==> src/rtl/hex_display_scanner.sv <==
// Time-multiplexed scanner for an 8-digit common-anode 7-segment display.
// Latches a 128-bit block and shows one 32-bit page of it, one nibble per digit slot.
module hex_display_scanner #(
    parameter int unsigned REFRESH_DIV   = 100000,
    parameter int unsigned BLANK_CYCLES  = 16,
    parameter int unsigned AUTO_PAGE_DIV = 0
) (
    input  logic         clk,
    input  logic         rst_n,
    input  logic         load_valid,
    input  logic [127:0] data_in,
    input  logic         page_next,
    output logic [3:0]   nibble_out,
    output logic [7:0]   an_out,
    output logic         dp_out,
    output logic [1:0]   page_out
);

    localparam int unsigned SlotW = (REFRESH_DIV > 1) ? $clog2(REFRESH_DIV) : 1;
    localparam int unsigned AutoW = (AUTO_PAGE_DIV > 1) ? $clog2(AUTO_PAGE_DIV) : 1;
    localparam logic [SlotW-1:0] SlotLast  = SlotW'(REFRESH_DIV - 1);
    localparam logic [SlotW-1:0] SlotBlank = SlotW'(BLANK_CYCLES);
    localparam logic [AutoW-1:0] AutoLast  = AutoW'(AUTO_PAGE_DIV - 1);

    logic [127:0]     data_q, data_d;
    logic             loaded_q, loaded_d;
    logic [1:0]       page_q, page_d;
    logic [2:0]       digit_q, digit_d;
    logic [SlotW-1:0] slot_q, slot_d;
    logic [AutoW-1:0] auto_q, auto_d;
    logic             auto_tick;

    logic [31:0]      word;
    logic             lit;
    logic [3:0]       nibble_d;
    logic [7:0]       an_d;
    logic             dp_d;

    always_comb begin
        slot_d    = (slot_q == SlotLast) ? '0 : slot_q + 1'b1;
        digit_d   = (slot_q == SlotLast) ? digit_q + 3'd1 : digit_q;
        auto_d    = auto_q;
        auto_tick = 1'b0;
        data_d    = data_q;
        loaded_d  = loaded_q;
        page_d    = page_q;

        // The auto-page timer only runs once something is on display.
        if (AUTO_PAGE_DIV != 0 && loaded_q) begin
            if (auto_q == AutoLast) begin
                auto_d    = '0;
                auto_tick = 1'b1;
            end else begin
                auto_d = auto_q + 1'b1;
            end
        end

        if (load_valid) begin
            data_d   = data_in;
            loaded_d = 1'b1;
            page_d   = 2'd0;
            auto_d   = '0;
        end else if (loaded_q && (page_next || auto_tick)) begin
            page_d = page_q + 2'd1;
        end
    end

    always_comb begin
        unique case (page_q)
            2'd0:    word = data_q[127:96];
            2'd1:    word = data_q[95:64];
            2'd2:    word = data_q[63:32];
            default: word = data_q[31:0];
        endcase
        lit      = loaded_q && (slot_q >= SlotBlank);
        nibble_d = loaded_q ? word[{digit_q, 2'b00} +: 4] : 4'h0;
        an_d     = lit ? ~(8'h01 << digit_q) : 8'hFF;
        dp_d     = ~(lit && (digit_q == {1'b0, page_q}));
    end

    always_ff @(posedge clk or negedge rst_n) begin
        if (!rst_n) begin
            data_q     <= '0;
            loaded_q   <= 1'b0;
            page_q     <= 2'd0;
            digit_q    <= 3'd0;
            slot_q     <= '0;
            auto_q     <= '0;
            nibble_out <= 4'h0;
            an_out     <= 8'hFF;
            dp_out     <= 1'b1;
            page_out   <= 2'd0;
        end else begin
            data_q     <= data_d;
            loaded_q   <= loaded_d;
            page_q     <= page_d;
            digit_q    <= digit_d;
            slot_q     <= slot_d;
            auto_q     <= auto_d;
            nibble_out <= nibble_d;
            an_out     <= an_d;
            dp_out     <= dp_d;
            page_out   <= page_q;
        end
    end

endmodule

==> config.mk <==
export PLATFORM = sky130hd
export DESIGN_NAME = hex_display_scanner
export DESIGN_NICKNAME = d
export VERILOG_FILES = /design/src/rtl/hex_display_scanner.sv
export SDC_FILE = /design/constraint.sdc
export NUM_CORES = 1
export LEC_CHECK = 0
export CAP_MARGIN = 20
export CORE_ASPECT_RATIO = 0.8
export CORE_UTILIZATION = 36
export CTS_BUF_LIST = sky130_fd_sc_hd__clkbuf_8
export CTS_CLUSTER_DIAMETER = 40
export CTS_CLUSTER_SIZE = 8
export DETAILED_ROUTE_END_ITERATION = 6
export PLACE_DENSITY = 0.65
export RECOVER_POWER = 100
export SETUP_SLACK_MARGIN = 0.2
export SYNTH_ARGS = -nofsm -noshare
export SYNTH_HDL_FRONTEND = slang
export SYNTH_SLANG_ARGS = --single-unit
==> constraint.sdc <==
create_clock -name clk -period 4.2 [get_ports clk]
set_input_delay 0.84 -clock clk [delete_from_list [all_inputs] [get_ports clk]]
set_output_delay 0.84 -clock clk [all_outputs]
set_load 0.03 [all_outputs]
==> impl_results.md, run 1 <==
* Clock skew at about 0.013 ns
* Initial DRC Count at 325
* Post-Synthesis Cells at about 600
* Vias per inst at approximately 5.2
* I/O pin cnt at around 150
* FF-to-FF End: nibble_out[1]
* Fmax at 329 MHz
* Worst Reg2Reg Path Length in Cells at 4
* Starting Density at a little under two fifths
* Hold_sp: slot_q[12]
* Met2 WL at between 8000 and 9000 um
* Worst EP required at 4.54 ns
* CTS Buf Count at 17
* WP data arrival at ~3.4 ns
* # nets final at just under 900
* Hold Crit Depth at 1
* Hold Path Class: register to register
* Setup TNS at 0 ns
* Chip height at 130 um
* Port bufs at 146
* Post-synth EDFFs at 0
* Netlist cell types at between 40 and 50
* Post-Syn Area at between 7000 and 8000 um^2
* Avg Cell Area, Syn at roughly 13 um^2
* Routed wl met3 at 857 um
* Filler cell count at ~1.8k
* Max layer used: met4
* Die ar. at between 20,000 and 25,000 um^2
* WL final at 18,900 um
* Tmin final at 3.04 ns
* Post-synthesis mux area share at roughly 20%
* DRT Pass-1 Iters at 5
* Worst-path fanout max at 89
* Final worst slack at around 1.2 ns
* Yosys top cell by area: dfrtp_1
* Core area at roughly 20,000 um^2
* Grt ovf at 0
* Hold EP: slot_q[12]
* Hold Fails Final Rpt at 0
* Slowest CP cell: clkbuf_2
* Clock tree buffer depth at 2
* Sequential share of the synthesized area at between 50% and 60%
* Most frequent cell after synthesis: dfrtp_1
* Flop2flop setup slack at ~1.5 ns
* Resized Gates After CTS at 0
* Area Growth Syn to Fin at 30.2%
* Reg2reg start: digit_q[0]
* Clock Tree Root: clkbuf_8
* Slowest stage delay, CP at approximately 1.5 ns
* WL/cell at 18.8 um
* Setup bufs post-CTS at 0
* Pwr Density at about 390 nW/um^2
* Post-Synth XOR/XNOR Area at under 10%
* H-tree depth at 4
* Largest family of logic cells by synthesized area: multiplexers
* Dpl hpwl at approximately 14,000 um
* Synthesis Warnings at 0
* RSZ-0062 raised after global routing: false
* Max Cap Viol at 2
* Clock sinks at about 170
* GRT Overall Usage at approximately a fifth
* Antenna diode count at 0
* CP Cell Sequence: buf_4, clkbuf_2, mux2_2
* First-pass GRT wire length at roughly 30,000 um
* Vias in the first global route at ~5.5k
* Top cells by area, synth: dfrtp_1, mux2_2, dfstp_2
* GP Congestion at roughly 0.76
* Vias at between 5k and 6k
* Crit start category: input port
* Wl on met1 at roughly 9000 um
* Yosys reg bits at 166
* Pleak at 3.92 nW
* Clk slew on worst S/H paths at 0.09 ns
* DR DRC count at 0
* Critical path class: input port to register
* FP Rows at 46
* Violated checks: capacitance limit, slew limit
* Skew-Pair Late Insertion Delay at around 0.47 ns
* Status: complete, but fails checks
* Ys async rst share at 100%
* Synth Flop Type: dfrtp_1
* Tcrit/Tclk final at between 70% and 80%
* # setup viols final at 0
* Crit path capture type: register
* Post-Synth Adder-Cell Area at between 2 and 2.5%
* Commonest cells post-synth: dfrtp_1, mux2_2, nand2_1
* DIE WIDTH at 162 um
* Compound-gate portion of the synthesized area at a little under 10%
* Slew Limit Fails at 135
* Final antenna-violating net count at 0
* Max-slew headroom at -29.9%
* Max VDD drop at between 0.00015 and 0.0002 V
* Tot Pwr at between 3 and 4 mW
* Fraction of layout instances using a drive strength above 1 at a little under a quarter
* Worst slack at placement at ~1.7 ns
* Worst-Margin Slew at between 1.5 and 2 ns
* Share of the synthesized area in the top cell type at 53.4%
* Mapped Nets at 732
* CTS tree: built
* Simple-gate share of the synthesized area at under 10%
* Largest net degree at the start of global routing at roughly 120
* Hold Buf Count CTS at 0
* Initial antenna violation count at 0
## sequential cells by signal (all words and copies together), names as in the netlist
name        count
slot_q         17
digit_q         3
an_out          8
page_q          2
dp_out          1
data_q        128
nibble_out      4
page_out        2
loaded_q        1
## power by group
part           internal [mW]  switching (mW)
clock                  0.712           0.601
sequential              1.73          0.0784
combinational          0.318           0.255
total                   2.76           0.935
## how the worst max path moves through the flow
| stage | slack [ns] | end | cells after the start | from |
|---|---|---|---|---|
| final | 1.16 | data_q[101] | 3 | load_valid |
| after floorplan | 2.02 | data_q[61] | 4 | load_valid |
| after CTS | 1.65 | nibble_out[1] | 6 | page_q[0] |
| after detailed placement | 1.71 | nibble_out[2] | 7 | page_q[0] |
| after global placement | 1.43 | nibble_out[1] | 6 | page_q[0] |
| after global routing | 0.85 | data_q[4] | 3 | load_valid |
## worst max-delay path, delay by kind of cell
kind	cells	cell delay (ns)
muxes	1	0.45
buffers and inverters	2	2.03
## cell families (layout without fill, tap and decap cells)
family,after synthesis,in the layout
AND/OR/NAND/NOR,90,90
multiplexers,135,135
adder cells (fa/ha/maj),12,12
buffers and inverters,63,213
XOR/XNOR,17,17
AO/OA/AOI/OAI,105,105
flip-flops,166,166
## through the flow
stage          hold slack, ns  std cells  cell area (um^2)  util, %
2_1_floorplan           0.441        588              7360        -
3_3_place_gp            0.461        966              9050     45.5
3_5_place_dp            0.485        969              9130     45.9
4_1_cts                 0.501       1001              9590     48.2
5_1_grt                 0.526       1002              9580     48.1
6_report                0.504       1002              9580     48.1
## layout make-up
cell class | instances | area [um^2] | share of cell area [%]
Sequential cell | 166 | 4170 | 43.5
Multi-Input combinational cell | 359 | 2940 | 30.7
Timing Repair Buffer | 156 | 1590 | 16.6
Tap cell | 264 | 330 | 3.45
Clock buffer | 21 | 289 | 3.02
Clock inverter | 11 | 170 | 1.78
Inverter | 25 | 93.8 | 0.979
## placed cells by master, fill, tap and decap left out, types with 2 or more instances in the layout
| master | instances |
|---|---|
| clkdlybuf4s50_1 | 129 |
| a21oi_1 | 26 |
| o22ai_1 | 4 |
| dfstp_2 | 9 |
| nor3_1 | 3 |
| nand3_1 | 11 |
| and2_1 | 2 |
| mux2_2 | 117 |
| a22oi_1 | 28 |
| xnor2_1 | 9 |
| nand2_1 | 43 |
| buf_4 | 3 |
| ha_1 | 12 |
| a2111oi_0 | 4 |
| dfrtp_1 | 157 |
| buf_16 | 4 |
| clkinvlp_4 | 2 |
| mux2i_1 | 18 |
| clkbuf_1 | 4 |
| nor2_1 | 13 |
| dlygate4sd3_1 | 15 |
| bufinv_16 | 4 |
| a222oi_1 | 8 |
| xor2_1 | 8 |
| nand4_1 | 4 |
| o21ai_0 | 16 |
| nor4_1 | 3 |
| inv_1 | 26 |
| a31oi_1 | 3 |
| a221oi_1 | 12 |
| clkinv_4 | 2 |
| clkbuf_8 | 21 |
## routing by layer
metal	vias up	global-route usage (%)
met5	-	0
met1	2668	26.7
met4	0	6.88
met3	20	3.59
met2	131	28.9
li1	2396	-
No activity file was read; power rests on OpenSTA's default activity.
==> run 2, diff against run 1 <==
Clock period 4.2 ns to 2.8 ns, I/O delays scaled along.
==> run 2 against run 1 <==
Net effect: the flow still finishes with violations (capacitance limit, slew limit); cell count rose by 0.30%; worst setup slack got worse by 0.72 ns; worst hold slack got worse by 0.0028 ns; sequential power rose by 50%; first-iteration DRC count rose by 0.62%; wire length fell by 1.0%; via count rose by 1.5%; clock-buffer cell count fell by 3; power rose by 42%; clock power rose by 28%; cell area fell by 1.3%; critical path depth rose by 4.
==> impl_results.md, run 2 (synthesis results as in run 1) <==
* Status: complete, but fails checks
* Violated checks: capacitance limit, slew limit
* Vias per inst at 5.27 (+1.2%)
* DRT Pass-1 Iters at 5 (unchanged)
* Vias in the first global route at 5,387 (-2.3%)
* Clock tree buffer depth at 2 (unchanged)
* Resized Gates After CTS at 0 (unchanged)
* Fraction of layout instances using a drive strength above 1 at 23.3% (+0.31 points)
* Final antenna-violating net count at 0 (unchanged)
* Port bufs at 146 (unchanged)
* Hold Crit Depth at 0 (-1)
* Vias at 5,292 (+1.5%)
* Worst-path fanout max at 13 (-85%)
* Placed Area at 9130 um^2 (about the same)
* Register share of total power at 51.9% (+2.9 points)
* Final Cell Area at 9450 um^2 (-1.3%)
* Top flop regs: data_q: 128 flops, slot_q: 17 flops, an_out: 8 flops
* Clock sinks at 166 (unchanged)
* Most frequent cells in the layout: dfrtp_1, clkdlybuf4s50_1, mux2_2
* Largest register FFs at 128 (unchanged)
* Initial DRC Count at 327 (+0.62%)
* Clock Tree Root: clkbuf_8
* CTS Buf Count at 17 (unchanged)
* Starting Density at 37.0% (unchanged)
* Worst-Margin Slew at 1.79 ns (-0.154 ns)
* Gate power share at 16.0% (+0.5 points)
* Crit start category: register
* Max Cap Viol at 3 (+1)
* Initial antenna violation count at 0 (unchanged)
* GP Congestion at 0.807 (+6.2%)
* Worst Reg2Reg Path Length in Cells at 7 (+3)
* I/O pin cnt at 147 (unchanged)
* Pwr Density at 555 nW/um^2 (+44%)
* RSZ-0062 raised after global routing: false
* Dpl hpwl at 13,700 um (+1.4%)
* Tcrit/Tclk final at a little over four fifths
* Most common cell after layout, fill and taps aside: dfrtp_1
* Antenna diode count at 0 (unchanged)
* First-pass GRT wire length at 29,600 um (-1.8%)
* Clock power frac at 32.1% (-3.4 points)
* Fmax at between 400 and 500 MHz
* Internal power at 3.87 mW (+40%)
* Max VDD drop at 0.000291 V (+57%)
* # setup viols final at 0 (unchanged)
* Tmin final at between 2 and 2.5 ns
* WL final at 18,700 um (-1.0%)
* FP Rows at 46 (unchanged)
* Die ar. at 21,000 um^2 (unchanged)
* Setup bufs post-CTS at 0 (unchanged)
* Setup TNS at 0 ns (unchanged)
* WP data arrival at 2.68 ns (-0.70 ns)
* Skew-Pair Late Insertion Delay at 0.46 ns (about the same)
* Reg with most FFs: data_q
* GRT Overall Usage at 18.6% (-0.23 points)
* Pleak at 3.88 nW (-1.1%)
* CTS tree: built
* Hold Path Class: register to register
* Worst EP required at 3.13 ns (-1.41 ns)
* WL/cell at 18.6 um (-1.3%)
* Grt ovf at 0 (unchanged)
* # nets final at 872 (+0.35%)
* H-tree depth at 4 (unchanged)
* Sw Share at 26.4% (+1.1 points)
* Slew Limit Fails at 215 (+59%)
* Clock skew at 0.0104 ns (-0.00216 ns)
* Clk slew on worst S/H paths at 0.09 ns (about the same)
* DIE WIDTH at 162 um (unchanged)
* Switching power at 1.38 mW (+48%)
* Area Growth Syn to Fin at 28.5%
* Core area at 19,900 um^2 (unchanged)
* Hold Fails Final Rpt at 0 (unchanged)
* DR DRC count at 0 (unchanged)
* Crit path capture type: register
* Critical path class: register to register
* Hold Buf Count CTS at 0 (unchanged)
* Max-slew headroom at -19.6% (+10 points)
* Chip height at 130 um (unchanged)
* Largest net degree at the start of global routing at 75 (-39%)
==> run 2: cell types whose count changed in the layout (fill, tap and decap cells not counted), moves of 3 or more <==
| cell | before | now |
|---|---|---|
| buf_16 | 4 | 0 |
| clkinv_2 | 1 | 4 |
| clkbuf_2 | 1 | 5 |
| clkbuf_8 | 21 | 18 |
==> run 2: per-layer routing <==
layer	track usage, %	vias to the layer above	routed length [um]
li1	-	2402	-
met1	25.8	2704	8730
met2	28.5	169	8480
met3	5.44	17	1220
met4	5.27	0	252
met5	0	-	0
==> run 2: worst max-delay path, stage by stage (launching register included) <==
cell       delay [ns]
dfrtp_1          0.44
inv_1            0.12
ha_1             0.23
clkbuf_1         0.29
a222oi_1         0.46
mux2i_1          0.15
a2111oi_0        0.43
a221oi_1         0.09
==> run 2: area by class of cell <==
class / instances / area, um^2
clock buffers: 18 / 248
clock inverters: 14 / 138
fillers: 1841 / 10500
inverters: 25 / 93.8
multi-input cells: 359 / 2940
flip-flops and latches: 166 / 4170
well taps: 264 / 330
repair buffers: 159 / 1540
==> run 2: worst paths after layout <==
| check | startpoint | to | slack, ns |
|---|---|---|---|
| max in group asynchronous | rst_n | data_q[17] | 0.80 |
| worst max-delay path | page_q[0] | nibble_out[1] | 0.44 |
| worst min-delay path | page_q[0] | page_out[0] | 0.50 |
| min in group asynchronous | rst_n | data_q[101] | 0.58 |
| worst min register to register | page_q[0] | page_out[0] | 0.50 |
| worst max register to register | page_q[0] | nibble_out[1] | 0.44 |
==> run 2: power by group through the flow <==
stage | Combinational [mW] | Clock (mW) | Sequential (mW)
6_report | 0.843 | 1.68 | 2.72
5_1_grt | 0.917 | 1.83 | 2.75
4_1_cts | 0.861 | 1.72 | 2.73
3_5_place_dp | 0.856 | 0 | 2.77
3_3_place_gp | 0.829 | 0 | 2.77
2_1_floorplan | 0.419 | 0 | 2.75
==> run 2: per-stage QoR <==
stage | total power, mW | util, % | setup WS (ns) | hold WS [ns] | std cells
global placement | 3.60 | 45.8 | 0.724 | 0.458 | 973
finish | 5.25 | 47.5 | 0.444 | 0.501 | 1005
detailed placement | 3.63 | 45.8 | 0.543 | 0.480 | 973
CTS | 5.31 | 47.8 | 0.525 | 0.122 | 1005
global route | 5.50 | 47.5 | 0.189 | 0.515 | 1005
floorplan | 3.17 | - | 0.904 | 0.264 | 588
